$ cat config.mk
export PLATFORM = sky130hd
export DESIGN_NAME = tx_frame_scheduler
export DESIGN_NICKNAME = d
export VERILOG_FILES = /design/src/rtl/tx_sched_pkg.sv /design/src/rtl/rr_arbiter.sv /design/src/rtl/tx_frame_scheduler.sv
export SDC_FILE = /design/constraint.sdc
export NUM_CORES = 1
export LEC_CHECK = 0
export ABC_AREA = 1
export CORE_ASPECT_RATIO = 1.1
export CORE_UTILIZATION = 41
export DETAILED_ROUTE_END_ITERATION = 8
export PLACE_DENSITY = 0.85
export REMOVE_ABC_BUFFERS = 1
export SYNTH_ARGS = -nofsm -noshare
export SYNTH_HDL_FRONTEND = slang
export SYNTH_HIERARCHICAL = 1
export SYNTH_SLANG_ARGS = --single-unit
$ cat constraint.sdc
create_clock -name clk1280 -period 2.1 [get_ports clk1280]
set_input_delay 0.315 -clock clk1280 [delete_from_list [all_inputs] [get_ports clk1280]]
set_output_delay 0.315 -clock clk1280 [all_outputs]
set_load 0.1 [all_outputs]
$ cat src/rtl/tx_sched_pkg.sv
// Shared constants for the serializer frame scheduler: frame kinds, default
// filler/sync patterns and the serializer frame period.
package tx_sched_pkg;

   localparam int FRAME_LEN = 32;

   typedef enum logic [1:0] {
      KIND_IDLE = 2'd0,
      KIND_DATA = 2'd1,
      KIND_SYNC = 2'd2
   } frame_kind_e;

   localparam logic [31:0] DEFAULT_SYNC_WORD = 32'hBC5A_A5BC;
   localparam logic [31:0] DEFAULT_IDLE_WORD = 32'h7C7C_7C7C;

endpackage

$ cat src/rtl/rr_arbiter.sv
// Combinational round-robin select: the lowest valid index at or above rr_ptr
// wins, otherwise the lowest valid index overall.
module rr_arbiter #(
   parameter int NUM_REQ = 4
) (
   input  logic [NUM_REQ-1:0] req_valid,
   input  logic [2:0]         rr_ptr,
   output logic               any_valid,
   output logic [NUM_REQ-1:0] grant,
   output logic [2:0]         grant_idx
);

   logic [NUM_REQ-1:0] masked;

   always_comb begin
      masked    = '0;
      grant     = '0;
      grant_idx = '0;
      any_valid = |req_valid;
      for (int i = 0; i < NUM_REQ; i++) begin
         masked[i] = req_valid[i] && (i >= int'(rr_ptr));
      end
      // Descending scans so the lowest index is the last one written.
      for (int i = NUM_REQ - 1; i >= 0; i--) begin
         if (req_valid[i]) grant_idx = 3'(i);
      end
      for (int i = NUM_REQ - 1; i >= 0; i--) begin
         if (masked[i]) grant_idx = 3'(i);
      end
      for (int i = 0; i < NUM_REQ; i++) begin
         grant[i] = any_valid && (grant_idx == 3'(i));
      end
   end

endmodule

$ cat src/rtl/tx_frame_scheduler.sv
// Picks one 32-bit frame per serializer period (DATA round-robin, periodic
// SYNC, or IDLE) and holds it stable across the serializer capture cycle.
module tx_frame_scheduler
   import tx_sched_pkg::*;
#(
   parameter int          NUM_REQ     = 4,
   parameter int          SYNC_PERIOD = 256,
   parameter logic [31:0] SYNC_WORD   = DEFAULT_SYNC_WORD,
   parameter logic [31:0] IDLE_WORD   = DEFAULT_IDLE_WORD
) (
   input  logic                  clk1280,
   input  logic                  rst,
   input  logic                  phase_align,
   input  logic                  sync_en,
   input  logic [NUM_REQ-1:0]    req_valid,
   input  logic [NUM_REQ*32-1:0] req_data,
   output logic [NUM_REQ-1:0]    req_ready,
   output logic [31:0]           frame_out,
   output logic                  frame_sof,
   output logic [1:0]            frame_kind,
   output logic [2:0]            grant_id,
   output logic [15:0]           frame_cnt
);

   localparam int               PH_W      = $clog2(FRAME_LEN);
   localparam logic [PH_W-1:0]  PH_LAST   = PH_W'(FRAME_LEN - 1);
   localparam logic [PH_W-1:0]  PH_DEC    = PH_W'(FRAME_LEN - 2);
   localparam int               SC_W      = (SYNC_PERIOD > 2) ? $clog2(SYNC_PERIOD) : 1;
   localparam logic [SC_W-1:0]  SYNC_LAST = SC_W'((SYNC_PERIOD > 0) ? SYNC_PERIOD - 1 : 0);
   localparam bit               SYNC_ON   = (SYNC_PERIOD != 0);

   logic [PH_W-1:0]    phase_q, phase_d;
   logic [2:0]         rr_ptr_q, rr_ptr_d;
   logic [SC_W-1:0]    sync_cnt_q, sync_cnt_d;
   logic [31:0]        frame_q, frame_d;
   frame_kind_e        kind_q, kind_d;
   logic [2:0]         grant_id_q, grant_id_d;
   logic               sof_q, sof_d;
   logic [NUM_REQ-1:0] ready_q, ready_d;
   logic [15:0]        frame_cnt_q, frame_cnt_d;

   logic               any_valid;
   logic [NUM_REQ-1:0] arb_grant;
   logic [2:0]         grant_idx;
   logic [31:0]        sel_data;
   logic               decide;
   logic               sync_due;

   rr_arbiter #(.NUM_REQ(NUM_REQ)) u_arb (
      .req_valid (req_valid),
      .rr_ptr    (rr_ptr_q),
      .any_valid (any_valid),
      .grant     (arb_grant),
      .grant_idx (grant_idx)
   );

   always_comb begin
      sel_data = '0;
      for (int i = 0; i < NUM_REQ; i++) begin
         if (grant_idx == 3'(i)) sel_data = req_data[32*i +: 32];
      end
   end

   always_comb begin
      phase_d     = (phase_align || phase_q == PH_LAST) ? '0 : phase_q + PH_W'(1);
      rr_ptr_d    = rr_ptr_q;
      sync_cnt_d  = sync_cnt_q;
      frame_d     = frame_q;
      kind_d      = kind_q;
      grant_id_d  = grant_id_q;
      sof_d       = 1'b0;
      ready_d     = '0;
      frame_cnt_d = frame_cnt_q;

      // A phase_align landing on the decision cycle cancels the whole slot.
      decide   = (phase_q == PH_DEC) && !phase_align;
      sync_due = sync_en && SYNC_ON && (sync_cnt_q == SYNC_LAST);

      if (decide) begin
         sof_d       = 1'b1;
         frame_cnt_d = frame_cnt_q + 16'd1;
         if (!sync_en || sync_due) sync_cnt_d = '0;
         else                      sync_cnt_d = sync_cnt_q + SC_W'(1);

         if (sync_due) begin
            frame_d = SYNC_WORD;
            kind_d  = KIND_SYNC;
         end else if (any_valid) begin
            frame_d    = sel_data;
            kind_d     = KIND_DATA;
            grant_id_d = grant_idx;
            ready_d    = arb_grant;
            rr_ptr_d   = (grant_idx == 3'(NUM_REQ - 1)) ? 3'd0 : grant_idx + 3'd1;
         end else begin
            frame_d = IDLE_WORD;
            kind_d  = KIND_IDLE;
         end
      end
   end

   always_ff @(posedge clk1280 or posedge rst) begin
      if (rst) begin
         phase_q     <= '0;
         rr_ptr_q    <= '0;
         sync_cnt_q  <= '0;
         frame_q     <= IDLE_WORD;
         kind_q      <= KIND_IDLE;
         grant_id_q  <= '0;
         sof_q       <= 1'b0;
         ready_q     <= '0;
         frame_cnt_q <= '0;
      end else begin
         phase_q     <= phase_d;
         rr_ptr_q    <= rr_ptr_d;
         sync_cnt_q  <= sync_cnt_d;
         frame_q     <= frame_d;
         kind_q      <= kind_d;
         grant_id_q  <= grant_id_d;
         sof_q       <= sof_d;
         ready_q     <= ready_d;
         frame_cnt_q <= frame_cnt_d;
      end
   end

   assign req_ready  = ready_q;
   assign frame_out  = frame_q;
   assign frame_sof  = sof_q;
   assign frame_kind = kind_q;
   assign grant_id   = grant_id_q;
   assign frame_cnt  = frame_cnt_q;

endmodule

==> summary.txt <==
Min path
  – Tightest Hold Check Type: input port to async pin

Final layout
  – Layout filler cell count: 1,081
  – Commonest non-fill, non-tap cell in the layout: nand2_1
  – Antenna cells: 0
  – Final instance area: 7690 sq um
  – Register Area: 1880 sq um
  – Area Overhead vs Synth: 51.2%
  – Most frequent cells in the layout: 273 x nand2_1, 131 x clkdlybuf4s50_1, 98 x inv_1
  – Share of post-route cells with drive strength above 1: approximately 17%
  – Layout Nets: 1,136
  – Final Core Density: 63.7%
  – Area of the multi-input gates: 2650 sq um

Timing
  – Tmin final: 2.01 ns
  – Tcrit/Tclk final: 95.7%
  – Fin. max-slew vios: 0
  – Unrepaired setup endpoints after global routing: true
  – Top achievable clock speed: approximately 500 MHz
  – Final setup viols: 0
  – Worst Skew: about 0.011 ns
  – Final Hold Vio Count: 0

Die
  – Die width: 108 um
  – Area of the core: 12,100 sq um
  – Die area: 12,900 sq um
  – Die H: 119 um
  – Core Rows: 42
  – Starting Density: 42.1%
  – I/O pin count: 194

Global routing
  – Global-route wire length before repair: roughly 25,000 um
  – Busiest grt layer: met2
  – GRT Total Usage: 25.4%
  – GRT overflow: 0
  – GRT met1 Usage: 30.6%
  – GRT met3 Usage: 5.86%
  – Largest net degree at the start of global routing: 48
  – Grt met2 use: 43.4%
  – Initial antenna violation count: 0
  – Number of global-route vias before repair: approximately 5,400

Routing
  – Initial DRC Count: 413
  – Remaining DRCs: 0
  – DRT Wirelength: 16,300 um
  – Wire length per cell: 14.2 um
  – Drt via density: 5.01
  – Drt pass-1 iters: 5
  – Remaining antenna violation count: 0
  – Vias: around 5,800

Placement
  – Gpl congestion: 0.885
  – Post-DP Area: 7220 sq um
  – Post-DP HPWL: 11,700 um
  – Port buffer count: just under 200

Pwr
  – Lkg Pwr: 3.93 nW
  – Tot Pwr: 0.00379 W
  – Worst vdd ir: between 0.0003 and 0.0004 V
  – PD cells: 493 nW/um^2

Yosys
  – Number of synthesis warnings: 6
  – Asr flop ratio synth: 100%
  – Synth Flop Type: dfrtp_1
  – Post-synth EDFFs: 0
  – Register bit total from synthesis: 74
  – Avg Cell Area, Syn: 6.47 sq um
  – Yosys cell types: 34
  – Cell area after synthesis: slightly above 5000 sq um
  – Mapped Cells: 787
  – Synth top area share: a little over a quarter
  – Seq/Total Area, Yosys: 36.9%
  – Leading area contributor after synthesis: dfrtp_1
  – Top post-synthesis cells by area: dfrtp_1 27%, nand2_1 20%, dfstp_2 10%

Clocking
  – Clock Tree Buf Depth: 2
  – CTS root buffer: clkbuf_16
  – CTS Buf Count: 9
  – Hold-fix buffers, CTS: 0
  – Worst-path clk slew: 0.07 ns
  – Clock sink count: 74
  – Number of H-tree levels: 3
  – Clock latency on the worst-skew pair: 0.34 ns
  – CTS tree: done

Critical path
  – Reg2reg path depth: 15
  – CP most frequent cell: nand3_1
  – Crit path required time: ~2.3 ns
  – Largest stage delay, worst path: 0.40 ns
  – Crit end category: flop
  – CP max stage cell: dfrtp_1
  – Worst setup SP type: flop
  – Reg2Reg Setup Slack: 0.09 ns
  – Critical path peak fanout: 12
  – CP cell instances: inv_1 -> nand3_1 -> nand3_1 -> nand2_2 -> inv_2 -> inv_2 -> buf_4 -> ha_4 -> buf_4 -> nand3_1 -> nand2_1 -> nand3_1 -> nand2_1 -> nand3_1 -> nand2_1
  – Worst setup path class: flop to flop
  – Critical Path AT: 2.24 ns

Status
  – Status: finished clean

Flow run
  – Max cap viols: 0
==> per-layer routing <==
metal | vias to the layer above | part of all wire [%]
met2 | 253 | 50
li1 | 2835 | -
met4 | 0 | 2.4
met3 | 33 | 8.2
met5 | - | 0
met1 | 2635 | 40
==> where the power goes <==
part           switching, W  total, W  leakage (nW)  internal [W]
Clock              0.000653   0.00170         0.153       0.00105
Combinational      0.000291  0.000655          2.84      0.000364
Sequential       0.00000420   0.00144         0.932       0.00143
Total              0.000948   0.00379          3.93       0.00285
==> critical path, delay by kind of cell, from the launching register on <==
kind,cells,cell delay [ns]
fa+ha+maj,1,0.15
flops,1,0.40
buf+inv,5,0.55
simple gates,9,0.79
==> synth_stat cells (6+ instances only) <==
cell	number
inv_1	104
dfstp_2	20
dfrtp_1	54
buf_2	22
or2_0	7
a21oi_1	19
nand3_1	79
nand4_1	18
clkbuf_1	7
nand2_2	6
inv_2	6
nand2_1	274
ha_1	9
xnor2_1	6
nor2_1	86
o21ai_0	35
==> per-stage QoR <==
stage / cells / hold slack, ns / TNS [ns] / setup slack [ns]
floorplan: 747 / 0.450 / -19.22 / -0.516
global placement: 1132 / 0.456 / -9.19 / -0.350
detailed placement: 1132 / 0.458 / -11.61 / -0.405
CTS: 1148 / 0.324 / -0.00418 / -0.00418
global route: 1150 / 0.355 / -0.420 / -0.0498
finish: 1150 / 0.313 / 0 / 0.0897
==> state kept, by name, indices dropped and copies added, names as in the netlist <==
signal	cells
frame_out	32
frame_cnt	16
sync_cnt_q	8
phase_q	5
req_ready	4
grant_id	3
rr_ptr_q	3
frame_kind	2
frame_sof	1
==> what timing repair did <==
item | in CTS | in global routing
setup buffers | 0 | 0
cloned | 0 | 2
setup endpoints to repair | 27 | 32
gates resized for setup | 8 | 27
hold endpoints to repair | 0 | 0
pin swaps | 0 | 4
==> final cells by class <==
class / count / share of cell area [%]
Multi-Input combinational cell: 563 / 34.5
Timing Repair Buffer: 233 / 28.9
Sequential cell: 74 / 24.4
Inverter: 110 / 5.51
Clock buffer: 9 / 2.93
Tap cell: 154 / 2.50
Clock inverter: 7 / 1.32
==> worst paths after layout <==
| path | endpoint | start |
|---|---|---|
| worst max-delay path | frame_out[1]$_DFFE_PP0P_ | rr_ptr_q[2]$_DFFE_PP0P_ |
| worst min-delay path | frame_cnt[5]$_DFFE_PP0P_ | rst |
| worst max register to register | frame_out[1]$_DFFE_PP0P_ | rr_ptr_q[2]$_DFFE_PP0P_ |
| worst min register to register | frame_out[30]$_DFFE_PP1P_ | frame_out[30]$_DFFE_PP1P_ |
| max in group asynchronous | frame_out[18]$_DFFE_PP1P_ | rst |
| min in group clk1280 | frame_out[30]$_DFFE_PP1P_ | frame_out[30]$_DFFE_PP1P_ |
==> kinds of logic after synthesis <==
kind of cell | Yosys count | share of synthesized area (%)
AOI/OAI and AO/OA | 60 | 6.20
xor gates and xnor gates | 11 | 1.89
adders and majority gates | 9 | 2.21
buffers and inverters | 150 | 12.6
DFF | 74 | 36.9
other | 1 | 0.0737
and+or+nand+nor | 482 | 40.2
(Power assumes the default switching activity.)
==> patch, RTL diff (same flow settings) <==
Register the output `frame_cnt` once more, with the module's reset; this adds one clock of latency there. The other outputs are not delayed to match.
--- a/src/rtl/tx_frame_scheduler.sv
+++ b/src/rtl/tx_frame_scheduler.sv
@@ -127,7 +127,13 @@
    assign frame_sof  = sof_q;
    assign frame_kind = kind_q;
    assign grant_id   = grant_id_q;
-   assign frame_cnt  = frame_cnt_q;
+   always_ff @(posedge clk1280 or posedge rst) begin
+      if (rst) begin
+         frame_cnt <= '0;
+      end else begin
+         frame_cnt <= frame_cnt_q;
+      end
+   end
 
 endmodule
 
Check against the original RTL: same outputs for any inputs over 10 cycles, from zero or initial values and one cycle with rst high; that may be too few to reach the edited logic, so the function may still have changed.
==> patch against the original RTL <==
The flow now finishes with violations (design-rule violations). Setup slack worse by 21 ps. Sequential share of layout area up 3.2 points. Worst hold slack better by 96 ps. Via count up 3.5%. Wire length up 5.9%. Power up 9.0%. Core utilization up 1.1 points. Design area up 7.3%. Sequential cell count up 16. Count of clock-buffer cells in the layout up 1. Fmax down 1.0%. Synthesized area up 6.8%. Highest routed layer unchanged.
==> patch: results (changes against the original RTL) <==
run status: finished, violations left
violated checks: design-rule violations
non-clock inverter instance count of the final layout: 76 (-31%)
Sequential cell area: 2280 um^2 (+21%)
quantity of gates resized following cts: 9 (+1)
Std-Cell Core Area: 12,800 um^2 (+5.5%)
top cell types by occurrence after synthesis: sky130_fd_sc_hd__nand2_1 (259), sky130_fd_sc_hd__nor2_1 (147), sky130_fd_sc_hd__nand3_1 (90)
placer congestion estimate: 0.843 (-4.7%)
Remaining DRCs: 10 (+10)
DRT iter0 DRCs: 371 (-10%)
multi-input combinational cell count: 592 (+5.2%)
flop-to-flop setup slack: 70 ps (-20 ps)
Area Growth Syn to Fin: 51.9%
worst supply voltage drop on vdd: 0.359 mV (+17%)
critical path fanouts, max: 9 (-3)
mean area per synthesized cell: 6.81 um^2 (+5.3%)
cell area reported after detailed placement: 7580 um^2 (+5.0%)
global-route wire length before repair: 26,100 um (+2.7%)
share of the final layout cell area in multi-input gates: 33.6% (-0.88 points)
drt pass-1 iters: 7 (+2)
maximum number of pins on one net before global-route repair: 91 (+90%)
number of signal-net buffers in the layout: 241 (+3.4%)
total internal power: 3100 uW (+8.8%)
Total Routing Usage GR: 24.4% (-0.98 points)
Clock Network Area Fraction: 3.70% (-0.55 points)
logic depth of the worst register-to-register path: 14 (-1)
non-clock buffering overhead in the final layout: 29.2% (+0.33 points)
share of synthesized area occupied by flip-flops and latches: 41.9% (+5.0 points)
critical path data arrival time: 2260 ps (+20 ps)
xor and xnor area share after synthesis: 1.77% (-0.12 points)
DR vias/cell: 5.08 (+1.5%)
Post-Synth Adder-Cell Area: 2.07% (-0.14 points)
number of placed instances with taps included: 1,144 (+1.1%)
number of fill cells in the layout: 1,066 (-1.4%)
DP Worst Slack: -401 ps (+4.03 ps)
Detailed Place HPWL: 11,800 um (+0.82%)
largest cells by area after synthesis: sky130_fd_sc_hd__dfrtp_1 (32%), sky130_fd_sc_hd__nand2_1 (18%), sky130_fd_sc_hd__nor2_1 (10%)
distinct cell type count after synthesis: 32 (-5.9%)
capture point of the worst path: rr_ptr_q[0]
maximum clock skew at final layout: 10.3 ps (-0.226 ps)
total wirelength of the detailed-routed design: 17,200 um (+5.9%)
==> patch: cell types whose count changed after synthesis, moves of 6 or more <==
cell | before | now
sky130_fd_sc_hd__nor2_1 | 86 | 147
sky130_fd_sc_hd__nand4_1 | 18 | 7
sky130_fd_sc_hd__nand3_1 | 79 | 90
sky130_fd_sc_hd__o21ai_1 | 1 | 7
sky130_fd_sc_hd__o211ai_1 | 0 | 12
sky130_fd_sc_hd__inv_1 | 104 | 72
sky130_fd_sc_hd__a21oi_1 | 19 | 8
sky130_fd_sc_hd__dfrtp_1 | 54 | 70
sky130_fd_sc_hd__o21ai_0 | 35 | 26
sky130_fd_sc_hd__or2_0 | 7 | 0
sky130_fd_sc_hd__nand2_1 | 274 | 259
==> patch: power groups by stage <==
stage	clock (uW)	sequential, uW	combinational [uW]
3_3_place_gp	0	1780	625
4_1_cts	1690	1740	635
2_1_floorplan	0	1770	240
6_report	1680	1740	715
5_1_grt	1750	1740	778
3_5_place_dp	0	1780	629
==> patch: how the worst min path moves through the flow <==
| stage | end | depth (start not counted) | startpoint | slack (ps) |
|---|---|---|---|---|
| 3_5_place_dp | frame_cnt[2] | 0 | frame_cnt_q[2] | 400 |
| 5_1_grt | frame_cnt[2] | 0 | frame_cnt_q[2] | 430 |
| 3_3_place_gp | frame_cnt[2] | 0 | frame_cnt_q[2] | 400 |
| 4_1_cts | frame_cnt[2] | 0 | frame_cnt_q[2] | 420 |
| 2_1_floorplan | frame_cnt[2] | 0 | frame_cnt_q[2] | 370 |
| 6_report | frame_cnt[1] | 3 | rst | 410 |
==> patch: critical path: stages (launching register included) <==
cell and delay (ps):
sky130_fd_sc_hd__dfrtp_1 440, sky130_fd_sc_hd__nor2_2 160, sky130_fd_sc_hd__nand2_1 80, sky130_fd_sc_hd__nand2_2 80, sky130_fd_sc_hd__nand2_2 60, sky130_fd_sc_hd__inv_2 70
sky130_fd_sc_hd__buf_4 110, sky130_fd_sc_hd__ha_4 120, sky130_fd_sc_hd__inv_2 40, sky130_fd_sc_hd__nor2_4 150, sky130_fd_sc_hd__clkinv_4 130, sky130_fd_sc_hd__clkbuf_16 190
sky130_fd_sc_hd__buf_4 130, sky130_fd_sc_hd__nand2_1 60, sky130_fd_sc_hd__o21ai_1 70
==> patch: logic make-up after synthesis <==
family | Yosys count
simple gates | 515
flops | 90
compound gates | 56
xor+xnor | 11
other cells | 1
buf+inv | 116
fa+ha+maj | 9
==> patch: routing by layer <==
| metal | part of all wire [%] | vias to the layer above | GRT usage, % |
|---|---|---|---|
| met5 | 0 | - | 0 |
| met4 | 3.3 | 0 | 10.6 |
| met3 | 7.4 | 53 | 5.93 |
| met2 | 50 | 257 | 43.3 |
| met1 | 39 | 2741 | 28.0 |
| li1 | - | 2906 | - |
